## src/rtl/uart_tx_frame.sv

```systemverilog
// uart_tx_frame: UART transmitter. Serialises one DATA_WIDTH-bit word per
// accepted request as start / data (LSB first) / optional parity / stop,
// each bit held for Prescale clock cycles (values below 4 run as 4).
// TX_OUT and busy are registered; the outputs are computed from the next
// state so the start bit appears on the same edge that accepts a request.
module uart_tx_frame #(
  parameter int unsigned DATA_WIDTH = 8,
  parameter int unsigned PRE_WIDTH  = 6
) (
  input  logic                  clk,
  input  logic                  rst,
  input  logic [DATA_WIDTH-1:0] P_DATA,
  input  logic                  data_valid,
  input  logic                  PAR_EN,
  input  logic                  PAR_TYP,
  input  logic [PRE_WIDTH-1:0]  Prescale,
  output logic                  TX_OUT,
  output logic                  busy
);

  localparam int unsigned BIT_W = (DATA_WIDTH > 1) ? $clog2(DATA_WIDTH) : 1;
  localparam logic [BIT_W-1:0]     BIT_LAST = BIT_W'(DATA_WIDTH - 1);
  localparam logic [PRE_WIDTH-1:0] PRE_MIN  = PRE_WIDTH'(4);
  localparam logic [PRE_WIDTH-1:0] PRE_ONE  = PRE_WIDTH'(1);
  localparam logic [BIT_W-1:0]     BIT_ONE  = BIT_W'(1);

  typedef enum logic [2:0] {
    IDLE,
    START,
    DATA,
    PARITY,
    STOP
  } state_t;

  state_t                state_q, state_d;
  logic [PRE_WIDTH-1:0]  edge_q, edge_d;
  // Last edge_cnt value of a bit (P-1), captured at acceptance.
  logic [PRE_WIDTH-1:0]  last_q, last_d;
  logic [BIT_W-1:0]      bit_q, bit_d;
  logic [DATA_WIDTH-1:0] shift_q, shift_d;
  logic                  par_en_q, par_en_d;
  logic                  par_bit_q, par_bit_d;
  logic                  tx_q, tx_d;
  logic                  busy_q, busy_d;
  logic                  bit_done;

  assign bit_done = (edge_q == last_q);
  assign TX_OUT   = tx_q;
  assign busy     = busy_q;

  // State, datapath and output registers; reset aborts any frame in flight.
  always_ff @(posedge clk) begin
    if (rst) begin
      state_q   <= IDLE;
      edge_q    <= '0;
      last_q    <= '0;
      bit_q     <= '0;
      shift_q   <= '0;
      par_en_q  <= 1'b0;
      par_bit_q <= 1'b0;
      tx_q      <= 1'b1;
      busy_q    <= 1'b0;
    end else begin
      state_q   <= state_d;
      edge_q    <= edge_d;
      last_q    <= last_d;
      bit_q     <= bit_d;
      shift_q   <= shift_d;
      par_en_q  <= par_en_d;
      par_bit_q <= par_bit_d;
      tx_q      <= tx_d;
      busy_q    <= busy_d;
    end
  end

  // Next-state and datapath: request latching, bit timing and sequencing.
  always_comb begin
    state_d   = state_q;
    edge_d    = edge_q;
    last_d    = last_q;
    bit_d     = bit_q;
    shift_d   = shift_q;
    par_en_d  = par_en_q;
    par_bit_d = par_bit_q;
    case (state_q)
      IDLE: begin
        edge_d = '0;
        bit_d  = '0;
        if (data_valid) begin
          shift_d   = P_DATA;
          par_en_d  = PAR_EN;
          par_bit_d = PAR_TYP ? ~^P_DATA : ^P_DATA;
          last_d    = (Prescale < PRE_MIN) ? (PRE_MIN - PRE_ONE)
                                           : (Prescale - PRE_ONE);
          state_d   = START;
        end
      end
      START: begin
        if (bit_done) begin
          edge_d  = '0;
          bit_d   = '0;
          state_d = DATA;
        end else begin
          edge_d = edge_q + PRE_ONE;
        end
      end
      DATA: begin
        if (bit_done) begin
          edge_d  = '0;
          shift_d = shift_q >> 1;
          if (bit_q == BIT_LAST) begin
            bit_d   = '0;
            state_d = par_en_q ? PARITY : STOP;
          end else begin
            bit_d = bit_q + BIT_ONE;
          end
        end else begin
          edge_d = edge_q + PRE_ONE;
        end
      end
      PARITY: begin
        if (bit_done) begin
          edge_d  = '0;
          state_d = STOP;
        end else begin
          edge_d = edge_q + PRE_ONE;
        end
      end
      STOP: begin
        if (bit_done) begin
          edge_d  = '0;
          state_d = IDLE;
        end else begin
          edge_d = edge_q + PRE_ONE;
        end
      end
      default: begin
        edge_d  = '0;
        bit_d   = '0;
        state_d = IDLE;
      end
    endcase
  end

  // Output decode from the next state, so the registered line leads by nothing.
  always_comb begin
    tx_d   = 1'b1;
    busy_d = 1'b1;
    case (state_d)
      IDLE:    busy_d = 1'b0;
      START:   tx_d   = 1'b0;
      DATA:    tx_d   = shift_d[0];
      PARITY:  tx_d   = par_bit_d;
      STOP:    tx_d   = 1'b1;
      default: busy_d = 1'b0;
    endcase
  end

endmodule

```

## config.mk

```make
export PLATFORM = sky130hd
export DESIGN_NAME = uart_tx_frame
export DESIGN_NICKNAME = d
export VERILOG_FILES = /design/src/rtl/uart_tx_frame.sv
export SDC_FILE = /design/constraint.sdc
export NUM_CORES = 1
export LEC_CHECK = 0
export CAP_MARGIN = 10
export CORE_UTILIZATION = 51
export CTS_BUF_LIST = sky130_fd_sc_hd__clkbuf_2 sky130_fd_sc_hd__clkbuf_4 sky130_fd_sc_hd__clkbuf_8
export CTS_CLUSTER_DIAMETER = 50
export CTS_CLUSTER_SIZE = 8
export DETAILED_ROUTE_END_ITERATION = 8
export PLACE_DENSITY_LB_ADDON = 0.05
export SLEW_MARGIN = 20
export SYNTH_ARGS = -nofsm -noshare
export SYNTH_HDL_FRONTEND = slang
export SYNTH_SLANG_ARGS = --single-unit
```

## constraint.sdc

```tcl
create_clock -name clk -period 1.8 [get_ports clk]
set_clock_uncertainty 0.1 [all_clocks]
set_input_delay 0.45 -clock clk [delete_from_list [all_inputs] [get_ports clk]]
set_output_delay 0.45 -clock clk [all_outputs]
set_load 0.03 [all_outputs]
```

# Word-level counts from Yosys, hierarchy flattened
# Cells that the tools add are included.
[totals]
out_inout_bits = 2
inputBits = 19
regBits = 30
[op_classes]
reduce_logical = 11
eq_ne = 13
mux = 21
order_cmp = 1
n_addsub = 3
bitwise = 2
[op_table]
columns = ["operator", "count"]
rows = [
  ["2-to-1 mux 3 bit", 10],
  ["2-to-1 mux 8 bit", 2],
  ["case mux 8 bit (2 select lines)", 1],
  ["case mux 3 bit (5 select lines)", 1],
  ["equality test 3 x 2 -> 1 bit, second input constant", 4],
  ["equality test 3 bit, second input constant", 3],
  ["case mux 3 bit (3 select lines)", 1],
  ["OR reduction 4 bit", 2],
  ["XNOR reduction 8 bit", 1],
  ["parity 8 bit", 1],
  ["adder 6 x 1 -> 6 bit, second input constant", 1],
  ["equality test 3 x 1 -> 1 bit, second input constant", 2],
  ["equality test 6 bit", 1],
  ["less-than comparator 6 x 3 -> 1 bit, second input constant", 1],
  ["2-to-1 mux 6 bit", 1],
  ["!= test 2 bit, second input constant", 3],
  ["AND reduction 3 bit", 2],
  ["subtractor 6 x 1 -> 6 bit, second input constant", 1],
  ["2-to-1 mux 1 bit", 4],
  ["adder 3 x 1 -> 3 bit, second input constant", 1],
  ["zero test 3 bit", 1],
  ["case mux 1 bit (3 select lines)", 1],
  ["OR reduction 3 bit", 1],
  ["inverter 1 bit", 2],
  ["3 further kinds", 3],
]

# Depth between registers and ports, before layout
# Gate-level depths: netlist (run 1).
[depth]
word_depth = 7
mapped_depth = 7

# Worst setup path after synthesis (run 1)
# No wires, ideal clock.
[synth_timing]
path_kind = "register to register"
start = "register edge_q[3]"
end = "register bit_q[1]"
setup_ns = 0.070
t_arrival_ns = 1.625
t_required_ns = 1.630
synth_period_minus_slack_ns = 1.796
stages_incl_launch_ff = 7
setup_slack_ns = 0.004
n_path_buf = 0
cell_sequence = "dfxtp_1 xnor2_2 nand4_4 o221ai_2 o211ai_2 or4b_1 a21oi_1"
[synth_between]
elab_chain_len = 3
elab_cells_between_ends = 4
[synth_lines]
columns = ["item", "line_no", "source"]
rows = [
  ["start, declared", "36", "logic [PRE_WIDTH-1:0] edge_q, edge_d;"],
  ["start signal, assigned", "65", "edge_q <= edge_d;"],
  ["equality test 6 bit (*)", "47", "assign bit_done = (edge_q == last_q);"],
  ["!= test 2 bit (no line)", "n/a", ""],
  ["AND reduction 3 bit (no line) (*)", "n/a", ""],
  ["end signal, assigned", "67", "bit_q <= bit_d;"],
  ["end, declared", "39", "logic [BIT_W-1:0] bit_q, bit_d;"],
]
# Every way passes the cells marked *; elsewhere a longest branch is shown, timed or not.
# A chain may end at the register's enable or synchronous reset.

# Worst setup path in the final report (run 1)
# Ends and elaborated chain as after synthesis.

==> results of run 1 <==
power groups by stage:
stage / logic, mW / registers [mW] / clock network [mW]
floorplan: 0.301 / 0.788 / 0
global placement: 0.485 / 0.780 / 0
detailed placement: 0.504 / 0.783 / 0
CTS: 0.523 / 0.769 / 0.397
global route: 0.613 / 0.782 / 0.423
finish: 0.566 / 0.776 / 0.392
per-layer routing:
metal / GRT usage, % / share of wire (%) / vias up
met3: 6.35 / 5.3 / 7
met1: 27.2 / 44 / 642
met5: 0 / 0 / -
met2: 38.0 / 49 / 45
li1: - / - / 702
met4: 9.06 / 1.7 / 0
critical path: cells and delay by family (launching register included):
family | cells | cell delay [ns]
AND/OR/NAND/NOR | 2 | 0.63
XOR/XNOR | 1 | 0.20
AO/OA/AOI/OAI | 3 | 0.45
flip-flops | 1 | 0.38
area by class of cell:
class | count | share of cell area, %
Clock buffer | 7 | 2.45
Inverter | 8 | 1.40
Multi-Input combinational cell | 130 | 47.8
Sequential cell | 30 | 28.6
Tap cell | 31 | 1.81
Timing Repair Buffer | 45 | 17.9
per-stage QoR:
step / std cells / area (um2)
final: 251 / 2140
after global routing: 251 / 2140
after CTS: 251 / 2060
after detailed placement: 242 / 1940
after global placement: 242 / 1940
after floorplan: 174 / 1560
placed cells by master, fill, tap and decap left out, types with 2 or more instances in the layout:
cell type,Yosys,final
xnor2_1,11,10
mux2i_1,2,2
clkbuf_4,0,7
dlygate4sd2_1,0,3
xnor2_4,1,2
buf_4,0,25
nand3_1,5,5
xor2_1,5,5
nand2_1,18,18
dfxtp_1,30,23
xnor2_2,3,3
a211oi_1,3,3
dfxtp_2,0,6
clkdlybuf4s50_1,0,17
and2_1,4,4
ha_2,0,2
or3_1,2,2
nor2_1,21,19
a22oi_1,8,8
inv_1,7,7
a21oi_1,18,17
timing repair:
item | 4_1_cts | 5_1_grt
hold buffers | 0 | 0
resized for setup | 19 | 15
pin swaps | 5 | 3
setup endpoints to repair | 23 | 15
buffers inserted | 2 | 0
sequential cells by signal, summed over array words and instances, names as in the netlist:
name / cells
TX_OUT: 1
bit_q: 3
busy: 1
edge_q: 6
last_q: 6
par_bit_q: 1
par_en_q: 1
shift_q: 8
state_q: 3
worst paths after layout:
kind | endpoint | slack [ns] | start | depth (start not counted)
worst max-delay path | bit_q[1] | -0.04 | edge_q[3] | 6
worst min-delay path | shift_q[5] | 0.36 | shift_q[5] | 2
worst max register to register | bit_q[1] | -0.04 | edge_q[3] | 6
worst min register to register | shift_q[5] | 0.36 | shift_q[5] | 2
cells by family (layout without fill, tap and decap cells):
logic type      Yosys count  after routing
compound gates           40             40
xor+xnor                 20             20
fa+ha+maj                 4              4
buf+inv                  14             60
flops                    30             30
mux                       2              2
simple gates             64             64
==> flow_summary.yaml, run 1 <==
synthesis:
  synth_largest_area_cell: "dfxtp_1"
  synth_warnings: 0
  synth_fp_nets: 197
  ys_top_cells_by_area: "dfxtp_1, xnor2_1, a21oi_1, nor2_1, nand2_1"
  synth_edf_count: 0
  yosysMostFrequentCell: "dfxtp_1"
  seq_area_frac_synth_pct: 38.6
  synth_compound_gate_area_share_pct: 17.9
  muxShareOfSynthArea_pct: 1.29
  synth_xor_area_share_pct: 13.9
  synth_area_mm2: 0.00156
  synth_cells: 174
  ys_ff_latch: 30
  synthDistinctLibCells: 43
  synth.avg_cell_area_um2: 8.94
  yosys_most_used_dff: "dfxtp_1"
  synth_top_area_share_pct: 38.6
  synth-simple-area-share_pct: 21.5
  synthAdderAreaFrac_pct: 3.22
  synth_common_cells: "dfxtp_1, nor2_1, a21oi_1, nand2_1, xnor2_1"
  synthArstFlopShare_pct: 0
  synth_top_family_by_area: "simple AND/OR/NAND/NOR gates"
route:
  wirelength_um: 3430
  drt_iter0_markers: 73
  wl_per_cell_um: 13.7
  drc: 4
  avgViaCountPerCell: 5.56
  postRouteAntennaNets: 0
  vias: 1396
  dr.pass1.iters: 6
global_route:
  grt_max_degree: 22
  grt_pass1_wl_um: 5600
  grtUsageTotal_pct: 22.5
  grt.overflow.total: 0
  grt_pass1_vias: 1279
  antenna_found_initial: 0
sta:
  setup_viol: 3
  slew_violations: 0
  finalHoldViolations: 0
  fmax_mhz: 544
  fin_crit_sh_pct: 102
  worstMarginPinSlew_ns: 0.458
  timing.final.ws_setup_ns: -0.0367
  tns_ns: -0.0618
  whs_ns: 0.364
  rsz0062_at_grt: "yes"
  relSlewSlack_pct: 69.4
  period_minus_slack_ns: 1.84
worst_setup_path:
  crit_arrival_ns: 1.99
  cp_max_fo: 3
  timing.setup.critical_path_class: "register to register"
  cpPeakStageDelay_ns: 0.50
  cp.required_ns: 1.95
  path_cells: "xnor2_4 > nand4_4 > o221ai_2 > o211ai_2 > or4b_1 > a21oi_1"
  cp_slowest_cell: "or4b_1"
  worstSetupStartpointType: "register"
  endpoint_kind: "register"
power:
  vdd_drop_max_v: 0.000575
  intPower_mw: 1.18
  p_switching_uw: 554
  seqPwrFrac_pct: 44.7
  pwr-share-comb_pct: 32.6
  p_leak_nw: 0.783
  power_mw: 1.73
  clockPowerShare_pct: 22.6
  power_density_mw_per_mm2: 810
  p_sw_share_pct: 32.0
floorplan:
  die_y_um: 57.2
  design.core.area_mm2: 0.00283
  start_util_pct: 55.0
  die_area_mm2: 0.00327
  rows: 19
  io_pins: 21
  die_w_um: 57.2
layout:
  ff_latch_area_um2: 612
  utilization_pct: 75.7
  area_growth_pct: 37.7
  nNetsFinal: 243
  multiInputGateArea_mm2: 0.00102
  antennaDiodeCount: 0
  n_fill_cell: 198
  drive_gt1_share_pct: 29.5
placed_design:
  gp_congestion: 0.914
  place_ws_ns: -0.511
  post-dp-hpwl_um: 2520
  io_buffers: 20
clock_network:
  cts_tree: "done"
  cts_sinks: 30
  clock_path_buffers: 2
  cts_root_buffer: "clkbuf_4"
  ctsHtreeMaxLevel: 2
  cts_made_buffers: 5
  clock_latency_ns: 0.33
  clkSlewWorstSetupHoldPaths_ns: 0.10
outcome:
  status: "finished, violations left"
  violations: "DRC, setup timing"
hold_path:
  hold_path.class: "register to register"
job:
  drv_cap: 0
No activity file was read; power rests on OpenSTA's default activity.
==> run 2, diff against run 1 <==
--- a/config.mk
+++ b/config.mk
@@ -6,11 +6,12 @@
 export NUM_CORES = 1
 export LEC_CHECK = 0
 export CAP_MARGIN = 10
-export CORE_UTILIZATION = 51
+export CORE_UTILIZATION = 59
 export CTS_BUF_LIST = sky130_fd_sc_hd__clkbuf_2 sky130_fd_sc_hd__clkbuf_4 sky130_fd_sc_hd__clkbuf_8
 export CTS_CLUSTER_DIAMETER = 50
 export CTS_CLUSTER_SIZE = 8
 export DETAILED_ROUTE_END_ITERATION = 8
+export DONT_BUFFER_PORTS = 1
 export PLACE_DENSITY_LB_ADDON = 0.05
 export SLEW_MARGIN = 20
 export SYNTH_ARGS = -nofsm -noshare
==> run 2 against run 1 <==
The flow finishes with violations (setup timing). Count of clock-buffer cells in the layout unchanged. Setup slack better by 0.014 ns. Critical path depth unchanged. Clock power up 9.7%. Largest power group unchanged. Register-to-register slack about the same. Hold slack worse by 0.28 ns. Utilization down 0.37 points. Combinational power down 19%. Highest routed layer unchanged. Die area down 13%. Sequential cell count unchanged. Critical path type unchanged. Via count down 6.9%. Cell count down 10%.
==> flow_summary.yaml, run 2 (same netlist as run 1, synthesis figures left out) <==
outcome:
  status: "finished, violations left"
  violations: "setup timing"
worst_setup_path:
  reg2regPathDepth: 6
  reg2reg_from: "edge_q[0]"
  worstSetupStartpointType: "register"
  r2r_slack_ns: -0.02
  endpoint_kind: "register"
  rr_endpoint: "bit_q[1]"
  cp_max_fo: 3
  timing.setup.critical_path_class: "register to register"
  crit_arrival_ns: 1.98
  cp.required_ns: 1.96
placed_design:
  post-dp-hpwl_um: 2280
  place_inst: 213
  place_ws_ns: -0.0386
  gp_congestion: 0.799
  io_buffers: 0
  place_area_mm2: 0.00168
sta:
  period_minus_slack_ns: 1.82
  slew_violations: 0
  fin_crit_sh_pct: 101
  worstMarginPinSlew_ns: 0.319
  finalHoldViolations: 0
  timing.final.ws_setup_ns: -0.0228
  setup_viol: 3
  whs_ns: 0.0801
  rsz0062_at_grt: "yes"
  fmax_mhz: 549
  relSlewSlack_pct: 78.5
power:
  power_mw: 1.69
  power_density_mw_per_mm2: 904
  p_leak_nw: 0.683
  vdd_drop_max_v: 0.000719
layout:
  antennaDiodeCount: 0
  largest-register: "shift_q"
  mostFrequentLayoutCells: "dfxtp_1, nor2_1, nand2_1, buf_4, a21oi_1"
  fin_area_mm2: 0.00187
  ff_latch_area_um2: 613
  drive_gt1_share_pct: 31.3
  top_regs: "shift_q: 8 flops, edge_q: 6 flops, last_q: 6 flops"
  multiInputGateArea_um2: 975
  final_common_cell: "dfxtp_1"
  area_growth_pct: 20.0
  largest_reg_flops: 8
  n_fill_cell: 194
  finalNonFillerCells: 225
  nNetsFinal: 217
global_route:
  grt.overflow.total: 0
  grt_max_degree: 23
  grtUsageTotal_pct: 24.9
  grt_pass1_vias: 1204
  grt_pass1_wl_um: 4950
  antenna_found_initial: 0
hold_path:
  worstHoldPathCells: 1
  min_from: "rst"
  hold_path.class: "primary input to register"
  hold_end: "par_bit_q"
floorplan:
  die_area_mm2: 0.00285
  rows: 18
  die_w_um: 53.3
  die_y_um: 53.3
  io_pins: 21
  start_util_pct: 62.8
  design.core.area_mm2: 0.00248
route:
  dr.pass1.iters: 4
  drc: 0
  wirelength_um: 3250
  avgViaCountPerCell: 5.78
  vias: 1300
  postRouteAntennaNets: 0
  wl_per_cell_um: 14.4
  drt_iter0_markers: 37
clock_network:
  cts_made_buffers: 5
  ctsHtreeMaxLevel: 2
  hold_buffers: 0
  clkSlewWorstSetupHoldPaths_ns: 0.10
  cts_sinks: 30
  cts_tree: "done"
  cts_root_buffer: "clkbuf_4"
  clock_path_buffers: 2
  clock_latency_ns: 0.33
job:
  drv_cap: 0
==> run 2: cell count changes in the layout (fill, tap and decap cells not counted), sizes merged <==
cell	before	now
clkdlybuf4s50	17	0
clkinv	0	1
dlygate4sd2	3	0
buf	25	19
==> run 2: metal layers <==
layer  up-vias  routed length (um)  GRT usage, %
met5         -                   0             0
met4         0                  54          10.5
met3         7                 145          6.61
met2        35                1640          43.5
met1       608                1410          28.0
li1        650                   -             -
==> run 2: power by group <==
group	switching (mW)	internal, mW	leakage, nW
Combinational	0.228	0.233	0.395
Sequential	0.0706	0.725	0.250
Clock	0.226	0.204	0.0387
Total	0.524	1.16	0.683
==> run 2: layout make-up <==
type	count	share of cell area, %
Tap cell	30	2.01
Inverter	8	1.61
Sequential cell	30	32.9
Timing Repair Buffer	19	7.85
Clock buffer	7	3.15
Clock inverter	1	0.268
Multi-Input combinational cell	130	52.2
==> run 2: stage by stage <==
step	TNS, ns	util, %
after floorplan	0	-
after detailed placement	-0.0533	67.8
after CTS	-0.0148	72.2
after global placement	0	67.8
after global routing	-0.285	75.3
final	-0.0359	75.3
==> run 2: repair_timing <==
item / in CTS / in global routing
resized for setup: 11 / 15
setup buffers: 2 / 2
gates cloned: 0 / 0
setup endpoints to repair: 4 / 15
pin swaps: 9 / 7
==> run 2: how the worst max path moves through the flow <==
stage	from	endpoint	slack [ns]	cells past startpoint
final	edge_q[0]	bit_q[1]	-0.02	6
after global routing	edge_q[0]	bit_q[1]	-0.09	6
after CTS	edge_q[0]	bit_q[1]	-0.01	6
after detailed placement	last_q[4]	bit_q[1]	-0.04	6
after global placement	last_q[4]	bit_q[1]	0.0004	6
after floorplan	edge_q[3]	bit_q[1]	0.004	6
==> run 2: worst max-delay path, stage by stage (launching register included) <==
cell,delay [ns]
dfxtp_2,0.34
xnor2_2,0.22
nand4_4,0.16
o221ai_2,0.18
o211ai_2,0.13
or4b_4,0.50
a21oi_2,0.13
==> run 3, diff against run 2 <==
--- a/config.mk
+++ b/config.mk
@@ -6,7 +6,7 @@
 export NUM_CORES = 1
 export LEC_CHECK = 0
 export CAP_MARGIN = 10
-export CORE_UTILIZATION = 59
+export CORE_UTILIZATION = 55
 export CTS_BUF_LIST = sky130_fd_sc_hd__clkbuf_2 sky130_fd_sc_hd__clkbuf_4 sky130_fd_sc_hd__clkbuf_8
 export CTS_CLUSTER_DIAMETER = 50
 export CTS_CLUSTER_SIZE = 8
==> run 3 against run 2 <==
The run still ends with setup timing left. Cell count rose by 0.44%. Sequential power barely moved. Non-clock buffer count rose by 2. Utilization fell by 2.2 points. Via count rose by 2.1%. Global-route usage fell by 1.0 points. Combinational power rose by 3%. Count of clock-buffer cells in the layout did not move. Sequential share of layout area fell by 0.33 points. Setup slack got worse by 0.043 ns.
==> flow_summary.yaml, run 3 (same netlist as run 1, synthesis figures left out) <==
sta:
  fin_crit_sh_pct: 104
  setup_viol: 3
  finalHoldViolations: 0
  rsz0062_at_grt: "yes"
  period_minus_slack_ns: 1.87
  timing.final.ws_setup_ns: -0.0657
  relSlewSlack_pct: 78.2
  whs_ns: 0.0818
  worstMarginPinSlew_ns: 0.324
  slew_violations: 0
  fmax_mhz: 536
worst_setup_path:
  path_cells: "xnor2_2 > nand4_4 > o221ai_2 > o211ai_2 > or4b_4 > a21oi_2"
  crit_arrival_ns: 2.02
  cp_top_family: "simple AND/OR/NAND/NOR gates"
  cp.required_ns: 1.96
  cpPeakStageDelay_ns: 0.53
  endpoint_kind: "register"
  crit_buf_inv: 0
  r2r_slack_ns: -0.07
  timing.setup.critical_path_class: "register to register"
  worstSetupStartpointType: "register"
  cp_max_fo: 4
  cp_slowest_cell: "or4b_4"
layout:
  largest-register: "shift_q"
  mostFrequentLayoutCells: "dfxtp_1, nor2_1, buf_4, nand2_1, a21oi_1"
  fin_area_mm2: 0.00188
  largest_reg_flops: 8
  final_common_cell: "dfxtp_1"
  nNetsFinal: 219
  top_regs: "shift_q: 8 flops, edge_q: 6 flops, last_q: 6 flops"
  area_growth_pct: 20.7
  drive_gt1_share_pct: 29.1
  utilization_pct: 73.1
  antennaDiodeCount: 0
floorplan:
  die_w_um: 55.2
  io_pins: 21
  design.core.area_mm2: 0.00257
  die_area_mm2: 0.00304
  rows: 18
  die_y_um: 55.2
  start_util_pct: 60.6
hold_path:
  hold_path.class: "primary input to register"
global_route:
  grt_pass1_vias: 1190
  grtUsageTotal_pct: 23.9
  antenna_found_initial: 0
  grt_pass1_wl_um: 5030
  grt.overflow.total: 0
  grt_max_degree: 23
outcome:
  status: "finished, violations left"
  violations: "setup timing"
placed_design:
  io_buffers: 0
  post-dp-hpwl_um: 2420
  gp_congestion: 0.879
  place_area_mm2: 0.00170
clock_network:
  clock_path_buffers: 2
  ctsHtreeMaxLevel: 2
  clkSlewWorstSetupHoldPaths_ns: 0.08
  cts_root_buffer: "clkbuf_4"
  cts_sinks: 30
  cts_tree: "done"
  cts_made_buffers: 5
  clock_latency_ns: 0.32
route:
  dr.pass1.iters: 4
  postRouteAntennaNets: 0
  avgViaCountPerCell: 5.87
  vias: 1327
  drc: 0
  drt_iter0_markers: 42
  wirelength_um: 3330
  wl_per_cell_um: 14.7
power:
  power_density_mw_per_mm2: 882
  p_leak_nw: 0.685
  vdd_drop_max_v: 0.000784
job:
  drv_cap: 0
==> run 3: cell types whose count changed in the layout (fill, tap and decap cells not counted), sizes merged <==
cell / before / now
buf: 19 / 21
clkinv: 1 / 0
==> run 3: layout make-up <==
cell class              count  area, um2
inverters                   8       30.0
fillers                   204        691
multi-input cells         130        985
well taps                  30       37.5
flip-flops and latches     30        611
repair buffers             21        161
clock buffers               7       52.6
==> run 3: worst paths after layout <==
path	start	endpoint	cells past startpoint
max	last_q[3]	bit_q[1]	6
min	rst	bit_q[1]	1
max reg2reg	last_q[3]	bit_q[1]	6
min reg2reg	shift_q[4]	shift_q[4]	2
==> run 3: routing by layer <==
layer	vias to the layer above	track usage, %	part of all wire [%]
li1	653	-	-
met1	627	26.9	43
met2	38	40.4	49
met3	9	10.7	5.9
met4	0	7.50	1.6
met5	-	0	0
==> run 3: report_power, final <==
group          total (mW)  internal, mW  leakage, nW  switching (mW)
logic               0.477         0.243        0.405           0.233
clock network       0.386         0.177       0.0322           0.209
registers           0.792         0.723        0.248          0.0698
==> run 3: stage by stage <==
step                power (mW)  setup WS (ns)  std cells  setup TNS [ns]
floorplan                 1.09        0.00406        174               0
global placement          1.20         0.0258        215               0
detailed placement        1.21        -0.0699        215         -0.0845
CTS                       1.60        -0.0584        223         -0.0584
global route              1.74         -0.150        226          -0.990
finish                    1.66        -0.0657        226          -0.127
==> run 3: repair_timing <==
item / CTS / global route
pin swaps: 2 / 6
setup buffers: 1 / 3
gates cloned: 0 / 0
gates resized for setup: 5 / 18
setup endpoints to repair: 4 / 20
hold buffers: 0 / 0
==> run 3: worst register-to-register path, cell delays in order (launching register included) <==
cell	delay, ns
dfxtp_2	0.35
xnor2_2	0.24
nand4_4	0.14
o221ai_2	0.16
o211ai_2	0.15
or4b_4	0.53
a21oi_2	0.15
